--- config.mk ---
export PLATFORM = sky130hd
export DESIGN_NAME = fwd_source_pipe_flat
export DESIGN_NICKNAME = d
export VERILOG_FILES = /design/src/rtl/fwd_source_pipe_if.sv /design/src/rtl/fwd_source_pipe.sv /design/src/flat_wrapper.sv
export SDC_FILE = /design/constraint.sdc
export NUM_CORES = 1
export LEC_CHECK = 0
export BUFFER_PORTS_ARGS = -buffer_cell sky130_fd_sc_hd__buf_4
export CAP_MARGIN = 20
export CORE_MARGIN = 2
export CORE_UTILIZATION = 25
export DETAILED_ROUTE_END_ITERATION = 8
export PLACE_DENSITY = 0.46
export SETUP_SLACK_MARGIN = 0.15
export SLEW_MARGIN = 10
export SYNTH_ARGS = -nofsm -noshare
export SYNTH_HDL_FRONTEND = slang
export SYNTH_SLANG_ARGS = --single-unit
--- constraint.sdc ---
create_clock -name CLK -period 2.2 [get_ports CLK]
set_clock_uncertainty 0.1 [all_clocks]
set_input_delay 0.44 -clock CLK [delete_from_list [all_inputs] [get_ports CLK]]
set_output_delay 0.44 -clock CLK [all_outputs]
set_load 0.01 [all_outputs]
--- src/rtl/fwd_source_pipe_if.sv ---
`timescale 1ns/1ps
`default_nettype none
// ============================================================================
//  Module   : fwd_source_pipe_if
//  Brief    : Bus bundle between the execute stage, data memory, the register
//             file and the operand-forwarding source pipe.
//             FWD_STALL_CNT_EN adds the STALL_COUNT signal.
//  Revision : 1.0  initial release
// ============================================================================
interface fwd_source_pipe_if #(
   parameter int ADDR_W = 5,
   parameter int DATA_W = 8
);
   logic              HOLD;
   logic              EX_WR_EN;
   logic [ADDR_W-1:0] EX_WR_ADDR;
   logic [DATA_W-1:0] EX_WR_DATA;
   logic              EX_IS_LOAD;
   logic [DATA_W-1:0] MEM_LOAD_DATA;
   logic [ADDR_W-1:0] RD_ADDR_A;
   logic [ADDR_W-1:0] RD_ADDR_B;
   logic              FWD_EN_A;
   logic              FWD_EN_B;
   logic [DATA_W-1:0] FWD_DATA_A;
   logic [DATA_W-1:0] FWD_DATA_B;
   logic              LOAD_USE_STALL;
   logic              RF_WR_EN;
   logic [ADDR_W-1:0] RF_WR_ADDR;
   logic [DATA_W-1:0] RF_WR_DATA;
`ifdef FWD_STALL_CNT_EN
   logic [15:0]       STALL_COUNT;

   modport master (
      output HOLD, EX_WR_EN, EX_WR_ADDR, EX_WR_DATA, EX_IS_LOAD, MEM_LOAD_DATA,
             RD_ADDR_A, RD_ADDR_B,
      input  FWD_EN_A, FWD_EN_B, FWD_DATA_A, FWD_DATA_B, LOAD_USE_STALL,
             RF_WR_EN, RF_WR_ADDR, RF_WR_DATA, STALL_COUNT
   );

   modport slave (
      input  HOLD, EX_WR_EN, EX_WR_ADDR, EX_WR_DATA, EX_IS_LOAD, MEM_LOAD_DATA,
             RD_ADDR_A, RD_ADDR_B,
      output FWD_EN_A, FWD_EN_B, FWD_DATA_A, FWD_DATA_B, LOAD_USE_STALL,
             RF_WR_EN, RF_WR_ADDR, RF_WR_DATA, STALL_COUNT
   );
`else
   modport master (
      output HOLD, EX_WR_EN, EX_WR_ADDR, EX_WR_DATA, EX_IS_LOAD, MEM_LOAD_DATA,
             RD_ADDR_A, RD_ADDR_B,
      input  FWD_EN_A, FWD_EN_B, FWD_DATA_A, FWD_DATA_B, LOAD_USE_STALL,
             RF_WR_EN, RF_WR_ADDR, RF_WR_DATA
   );

   modport slave (
      input  HOLD, EX_WR_EN, EX_WR_ADDR, EX_WR_DATA, EX_IS_LOAD, MEM_LOAD_DATA,
             RD_ADDR_A, RD_ADDR_B,
      output FWD_EN_A, FWD_EN_B, FWD_DATA_A, FWD_DATA_B, LOAD_USE_STALL,
             RF_WR_EN, RF_WR_ADDR, RF_WR_DATA
   );
`endif
endinterface
`default_nettype wire

--- src/rtl/fwd_source_pipe.sv ---
`timescale 1ns/1ps
`default_nettype none
// ============================================================================
//  Module   : fwd_source_pipe
//  Brief    : MEM/WB pending-write tracker: commits to the register file,
//             resolves forwarding for two EX operand ports, raises load-use.
//             FWD_STALL_CNT_EN adds a saturating 16-bit load-use counter.
//  Revision : 1.0  initial release
// ============================================================================
module fwd_source_pipe #(
   parameter int ADDR_W = 5,
   parameter int DATA_W = 8
) (
   input  wire logic         CLK,
   input  wire logic         RST,
   fwd_source_pipe_if.slave  bus
);

   logic              r_memValid;
   logic [ADDR_W-1:0] r_memAddr;
   logic [DATA_W-1:0] r_memData;
   logic              r_memIsLoad;
   logic              r_wbValid;
   logic [ADDR_W-1:0] r_wbAddr;
   logic [DATA_W-1:0] r_wbData;

   logic              w_memAddrEqA;
   logic              w_memAddrEqB;
   logic              w_hitMemA;
   logic              w_hitMemB;
   logic              w_loadMatchA;
   logic              w_loadMatchB;
   logic              w_hitWbA;
   logic              w_hitWbB;
   logic              w_stall;
   logic [DATA_W-1:0] w_wbNextData;

   assign w_memAddrEqA = (r_memAddr == bus.RD_ADDR_A);
   assign w_memAddrEqB = (r_memAddr == bus.RD_ADDR_B);

   assign w_hitMemA    = r_memValid & w_memAddrEqA & ~r_memIsLoad;
   assign w_hitMemB    = r_memValid & w_memAddrEqB & ~r_memIsLoad;
   assign w_loadMatchA = r_memValid & w_memAddrEqA &  r_memIsLoad;
   assign w_loadMatchB = r_memValid & w_memAddrEqB &  r_memIsLoad;

   // A MEM-stage load is the newest writer, so an older WB entry must not leak through.
   assign w_hitWbA = r_wbValid & (r_wbAddr == bus.RD_ADDR_A) & ~w_loadMatchA;
   assign w_hitWbB = r_wbValid & (r_wbAddr == bus.RD_ADDR_B) & ~w_loadMatchB;

   assign w_stall      = w_loadMatchA | w_loadMatchB;
   assign w_wbNextData = r_memIsLoad ? bus.MEM_LOAD_DATA : r_memData;

   always_ff @(posedge CLK) begin
      if (RST) begin
         r_memValid  <= 1'b0;
         r_memAddr   <= '0;
         r_memData   <= '0;
         r_memIsLoad <= 1'b0;
         r_wbValid   <= 1'b0;
         r_wbAddr    <= '0;
         r_wbData    <= '0;
      end else if (!bus.HOLD) begin
         r_wbValid <= r_memValid;
         r_wbAddr  <= r_memAddr;
         r_wbData  <= w_wbNextData;
         if (w_stall) begin
            r_memValid  <= 1'b0;
            r_memAddr   <= '0;
            r_memData   <= '0;
            r_memIsLoad <= 1'b0;
         end else begin
            r_memValid  <= bus.EX_WR_EN;
            r_memAddr   <= bus.EX_WR_ADDR;
            r_memData   <= bus.EX_WR_DATA;
            r_memIsLoad <= bus.EX_IS_LOAD;
         end
      end
   end

   always_comb begin
      bus.FWD_EN_A   = w_hitMemA | w_hitWbA;
      bus.FWD_DATA_A = '0;
      if (w_hitMemA)
         bus.FWD_DATA_A = r_memData;
      else if (w_hitWbA)
         bus.FWD_DATA_A = r_wbData;
   end

   always_comb begin
      bus.FWD_EN_B   = w_hitMemB | w_hitWbB;
      bus.FWD_DATA_B = '0;
      if (w_hitMemB)
         bus.FWD_DATA_B = r_memData;
      else if (w_hitWbB)
         bus.FWD_DATA_B = r_wbData;
   end

   assign bus.LOAD_USE_STALL = w_stall;
   assign bus.RF_WR_EN       = r_wbValid & ~bus.HOLD;
   assign bus.RF_WR_ADDR     = r_wbAddr;
   assign bus.RF_WR_DATA     = r_wbData;

`ifdef FWD_STALL_CNT_EN
   localparam logic [15:0] c_CNT_MAX = 16'hFFFF;

   logic [15:0] r_stallCount;

   always_ff @(posedge CLK) begin
      if (RST)
         r_stallCount <= '0;
      else if (w_stall && !bus.HOLD && (r_stallCount != c_CNT_MAX))
         r_stallCount <= r_stallCount + 16'd1;
   end

   assign bus.STALL_COUNT = r_stallCount;
`endif

endmodule
`default_nettype wire

--- src/flat_wrapper.sv ---
// flat-port wrapper written by rule: the top's interface ports become plain ports
module fwd_source_pipe_flat 
#(
   parameter int ADDR_W = 5,
   parameter int DATA_W = 8
)
  (CLK, RST, bus_HOLD, bus_EX_WR_EN, bus_EX_WR_ADDR, bus_EX_WR_DATA, bus_EX_IS_LOAD, bus_MEM_LOAD_DATA, bus_RD_ADDR_A, bus_RD_ADDR_B, bus_FWD_EN_A, bus_FWD_EN_B, bus_FWD_DATA_A, bus_FWD_DATA_B, bus_LOAD_USE_STALL, bus_RF_WR_EN, bus_RF_WR_ADDR, bus_RF_WR_DATA);
  fwd_source_pipe_if #(.ADDR_W(ADDR_W), .DATA_W(DATA_W)) bus_i ();
  input  wire logic CLK;
  input  wire logic RST;
  input wire logic [$bits(bus_i.HOLD)-1:0] bus_HOLD;
  input wire logic [$bits(bus_i.EX_WR_EN)-1:0] bus_EX_WR_EN;
  input wire logic [$bits(bus_i.EX_WR_ADDR)-1:0] bus_EX_WR_ADDR;
  input wire logic [$bits(bus_i.EX_WR_DATA)-1:0] bus_EX_WR_DATA;
  input wire logic [$bits(bus_i.EX_IS_LOAD)-1:0] bus_EX_IS_LOAD;
  input wire logic [$bits(bus_i.MEM_LOAD_DATA)-1:0] bus_MEM_LOAD_DATA;
  input wire logic [$bits(bus_i.RD_ADDR_A)-1:0] bus_RD_ADDR_A;
  input wire logic [$bits(bus_i.RD_ADDR_B)-1:0] bus_RD_ADDR_B;
  output wire logic [$bits(bus_i.FWD_EN_A)-1:0] bus_FWD_EN_A;
  output wire logic [$bits(bus_i.FWD_EN_B)-1:0] bus_FWD_EN_B;
  output wire logic [$bits(bus_i.FWD_DATA_A)-1:0] bus_FWD_DATA_A;
  output wire logic [$bits(bus_i.FWD_DATA_B)-1:0] bus_FWD_DATA_B;
  output wire logic [$bits(bus_i.LOAD_USE_STALL)-1:0] bus_LOAD_USE_STALL;
  output wire logic [$bits(bus_i.RF_WR_EN)-1:0] bus_RF_WR_EN;
  output wire logic [$bits(bus_i.RF_WR_ADDR)-1:0] bus_RF_WR_ADDR;
  output wire logic [$bits(bus_i.RF_WR_DATA)-1:0] bus_RF_WR_DATA;
  assign bus_i.HOLD = bus_HOLD;
  assign bus_i.EX_WR_EN = bus_EX_WR_EN;
  assign bus_i.EX_WR_ADDR = bus_EX_WR_ADDR;
  assign bus_i.EX_WR_DATA = bus_EX_WR_DATA;
  assign bus_i.EX_IS_LOAD = bus_EX_IS_LOAD;
  assign bus_i.MEM_LOAD_DATA = bus_MEM_LOAD_DATA;
  assign bus_i.RD_ADDR_A = bus_RD_ADDR_A;
  assign bus_i.RD_ADDR_B = bus_RD_ADDR_B;
  assign bus_FWD_EN_A = bus_i.FWD_EN_A;
  assign bus_FWD_EN_B = bus_i.FWD_EN_B;
  assign bus_FWD_DATA_A = bus_i.FWD_DATA_A;
  assign bus_FWD_DATA_B = bus_i.FWD_DATA_B;
  assign bus_LOAD_USE_STALL = bus_i.LOAD_USE_STALL;
  assign bus_RF_WR_EN = bus_i.RF_WR_EN;
  assign bus_RF_WR_ADDR = bus_i.RF_WR_ADDR;
  assign bus_RF_WR_DATA = bus_i.RF_WR_DATA;
  fwd_source_pipe #(.ADDR_W(ADDR_W), .DATA_W(DATA_W)) u_core (.CLK(CLK), .RST(RST), .bus(bus_i));
endmodule
==> summary.md <==
| Metric | Value |
|---|---|
| Met1 Wirelength | `2.70 mm` |
| DR vias | `1760` |
| Hold buffers post-CTS | `0` |
| Cts bufs inserted | `5` |
| Fraction of layout cells with a size suffix above 1 | `0.459` |
| Maximum level of the CTS H-tree | `2` |
| CP startpoint kind | `flop` |
| Total track usage | `0.153` |
| Synth Cell Area | `0.00163 mm²` |
| Crit-path slowest cell | `dfxtp_4` |
| Initial antenna violation count | `0` |
| R2R setup slack | `440 ps` |
| Status | `complete, but fails checks` |
| Highest metal used | `met4` |
| Chip Height | `84.8 µm` |
| Die Span X | `84.8 µm` |
| Fin worst setup slack | `-177 ps` |
| Met3 WL | `218 µm` |
| Max clock buf depth | `2` |
| Final Hold Violating Endpoints | `0` |
| Final WL | `5.73 mm` |
| Dpl ws | `-168 ps` |
| Total leakage power | `1.11 nW` |
| CTS sink count | `29` |
| Post-synth EDFFs | `0` |
| Slew margin rel. | `0.599` |
| CP Buf/Inv Count | `1` |
| Async SR Flop Fraction | `0` |
| Met2 WL | `2.75 mm` |
| Initial Util | `0.258` |
| CP cell instances | `xor2_1 > a211o_1 > o2111a_2 > a22o_1 > buf_6` |
| Final Cycle Share | `1.08` |
| # DRC | `0` |
| Hpwl dp | `3.86 mm` |
| Max Slew Vio Count | `0` |
| Worst path required time | `1660 ps` |
| Rows | `29` |
| Critical-path maximum fanout | `5` |
| Maximum vdd drop | `0.237 mV` |
| Largest net degree at the start of global routing | `30` |
| Max-Cap Viols | `0` |
| Syn_area_per_cell | `8.68 µm²` |
| Post-Syn Instances | `188` |
| Drt wl/cell | `16.5 µm` |
| Grt total ovfl | `0` |
| 1st-iter DRT viols | `76` |
| DRT antenna net count | `0` |
| Placed cell count | `337` |
| Pwr dens | `499 mW/mm²` |
| Reg clk slew, reported paths | `70 ps` |
| CP Class | `reg2out` |
| Post-synthesis sequential area ratio | `0.356` |
| Failing checks | `setup timing` |
| Core area | `0.00631 mm²` |
| TritonCTS clock tree | `done` |
| Vias per cell | `5.07` |
| Ys Warns | `0` |
| CP peak stage delay | `360 ps` |
| # setup viols final | `18` |
| Syn nets | `224` |
| Vias in the first global route | `1755` |
| First-pass GRT wire length | `8.81 mm` |
| Die footprint | `0.00719 mm²` |
| Non-Filler Instances | `347` |
| Drt pass-1 iters | `4` |
| Yosys cell types | `31` |
| Crit. End Element | `output port` |
| Number of nets in the layout | `305` |
| Clk_lat worst skew | `280 ps` |
| Slew of the pin with the lowest slew margin | `601 ps` |
| FMAX | `421 MHz` |
| Seq cells post-synth | `29` |
| Tmin final | `2380 ps` |
| Io pins | `69` |
| RePlAce Congestion | `0.781` |
| Area delta synth->final | `58.2%` |
| Root buffer cell | `clkbuf_8` |
| Worst hold path class | `in2reg` |
| Predominant post-synthesis flop cell | `dfxtp_1` |
| Antenna Cells | `0` |
| Crit path max-delay family | `compound AO/OA/AOI/OAI gates` |
| RSZ-0062 raised after global routing | `true` |
| Arr. time, crit path | `1840 ps` |
| Port-buffer cells | `68` |
[final timing paths]
path,from,end,cells after the start
max,u_core.r_memAddr[2]$_SDFFE_PP0N_,bus_FWD_DATA_A[7],5
min,bus_EX_WR_ADDR[2],u_core.r_memAddr[2]$_SDFFE_PP0N_,3
max reg2reg,u_core.r_memIsLoad$_SDFFE_PP0N_,u_core.r_memAddr[1]$_SDFFE_PP0N_,4
min reg2reg,u_core.r_memData[1]$_SDFFE_PP0N_,u_core.r_memData[1]$_SDFFE_PP0N_,2
[stage by stage]
step | total power, W | instance area [µm²] | setup TNS [ps] | util | hold slack (ps)
detailed placement | 0.000839 | 2340 | -1970 | 0.370 | 369
floorplan | 0.000712 | 1630 | 0 | - | 353
global route | 0.00136 | 2580 | -3250 | 0.409 | 338
finish | 0.00129 | 2580 | -1900 | 0.409 | 346
global placement | 0.000839 | 2340 | -1940 | 0.370 | 365
CTS | 0.00129 | 2500 | -1810 | 0.396 | 332
[flip-flops by register name (all words and copies together), names as in the netlist]
| register | flops |
|---|---|
| u_core.bus.RF_WR_ADDR | 5 |
| u_core.r_wbValid | 1 |
| u_core.r_memData | 8 |
| u_core.r_memIsLoad | 1 |
| u_core.bus.RF_WR_DATA | 8 |
| u_core.r_memAddr | 5 |
| u_core.r_memValid | 1 |
[tightest hold or removal path: stages]
cell and delay, ps:
buf_4 110, nand3_1 70, o32ai_1 70
[routing by layer]
layer  vias up  global-route usage
li1        865                   -
met1       845               0.202
met2        44               0.249
met3         6              0.0285
met4         0              0.0577
met5         -                   0
[report_power, final]
part / leakage (nW) / total (W) / internal (W) / switching, W
registers: 0.244 / 0.000591 / 0.000554 / 0.0000362
clock network: 0.0439 / 0.000434 / 0.000218 / 0.000216
logic: 0.823 / 0.000263 / 0.000138 / 0.000125
[cell usage after synthesis (all sizes together) (2+ instances only)]
master	number	share of area
nand3	14	0.043
dfxtp	29	0.36
mux2i	7	0.043
o2111a	2	0.014
clkbuf	9	0.021
a21o	2	0.010
nor2b	9	0.035
o32ai	14	0.075
nor2	16	0.038
nor4	2	0.0077
nand2	15	0.035
xnor2	9	0.048
inv	4	0.0092
buf	6	0.022
nor3	10	0.037
a22o	16	0.089
a211oi	8	0.037
xor2	10	0.054
[cells by family (layout without fill, tap and decap cells)]
kind of cell / after synthesis / count (layout) / share of synthesized area
compound gates: 46 / 47 / 0.245
xor+xnor: 19 / 19 / 0.102
mux: 7 / 7 / 0.0429
simple gates: 68 / 68 / 0.202
flops: 29 / 29 / 0.356
buf+inv: 19 / 100 / 0.0521
[area by class of cell]
type                            count  area, µm²
Clock buffer                        5       68.8
Clock inverter                      3       17.5
Fill cell                         677       3730
Inverter                            4       15.0
Multi-Input combinational cell    141       1070
Sequential cell                    29        602
Tap cell                           77       96.3
Timing Repair Buffer               88        712
[cells in the final DEF, fill, tap and decap left out, types with 2 or more instances in the layout]
master    synthesis  layout
mux2i_1           7       7
clkbuf_8          0       5
xor2_2            0       2
buf_4             1      79
nor3_1            8       8
nor2_1           15      15
a22o_2            4       4
dfxtp_4           0       4
buf_12            0       2
dfxtp_1          29      20
nor2b_1           9       9
nand2_1          15      15
clkinv_2          0       2
o2111a_1          2       2
a22o_1           12      12
xor2_1           10       8
inv_1             4       4
nand3_1          14      14
o32ai_1          14      14
nor3_2            2       2
xnor2_1           9       5
dfxtp_2           0       5
buf_6             1       7
a211oi_1          8       8
xnor2_2           0       4
[repair_timing]
| action | CTS | global route |
|---|---|---|
| buffers inserted | 1 | 0 |
| resized for setup | 20 | 14 |
| gates cloned | 0 | 1 |
| pin swaps | 3 | 10 |
| endpoints found under the setup margin | 19 | 19 |
Note: power is estimated with default switching activity, not from simulation.
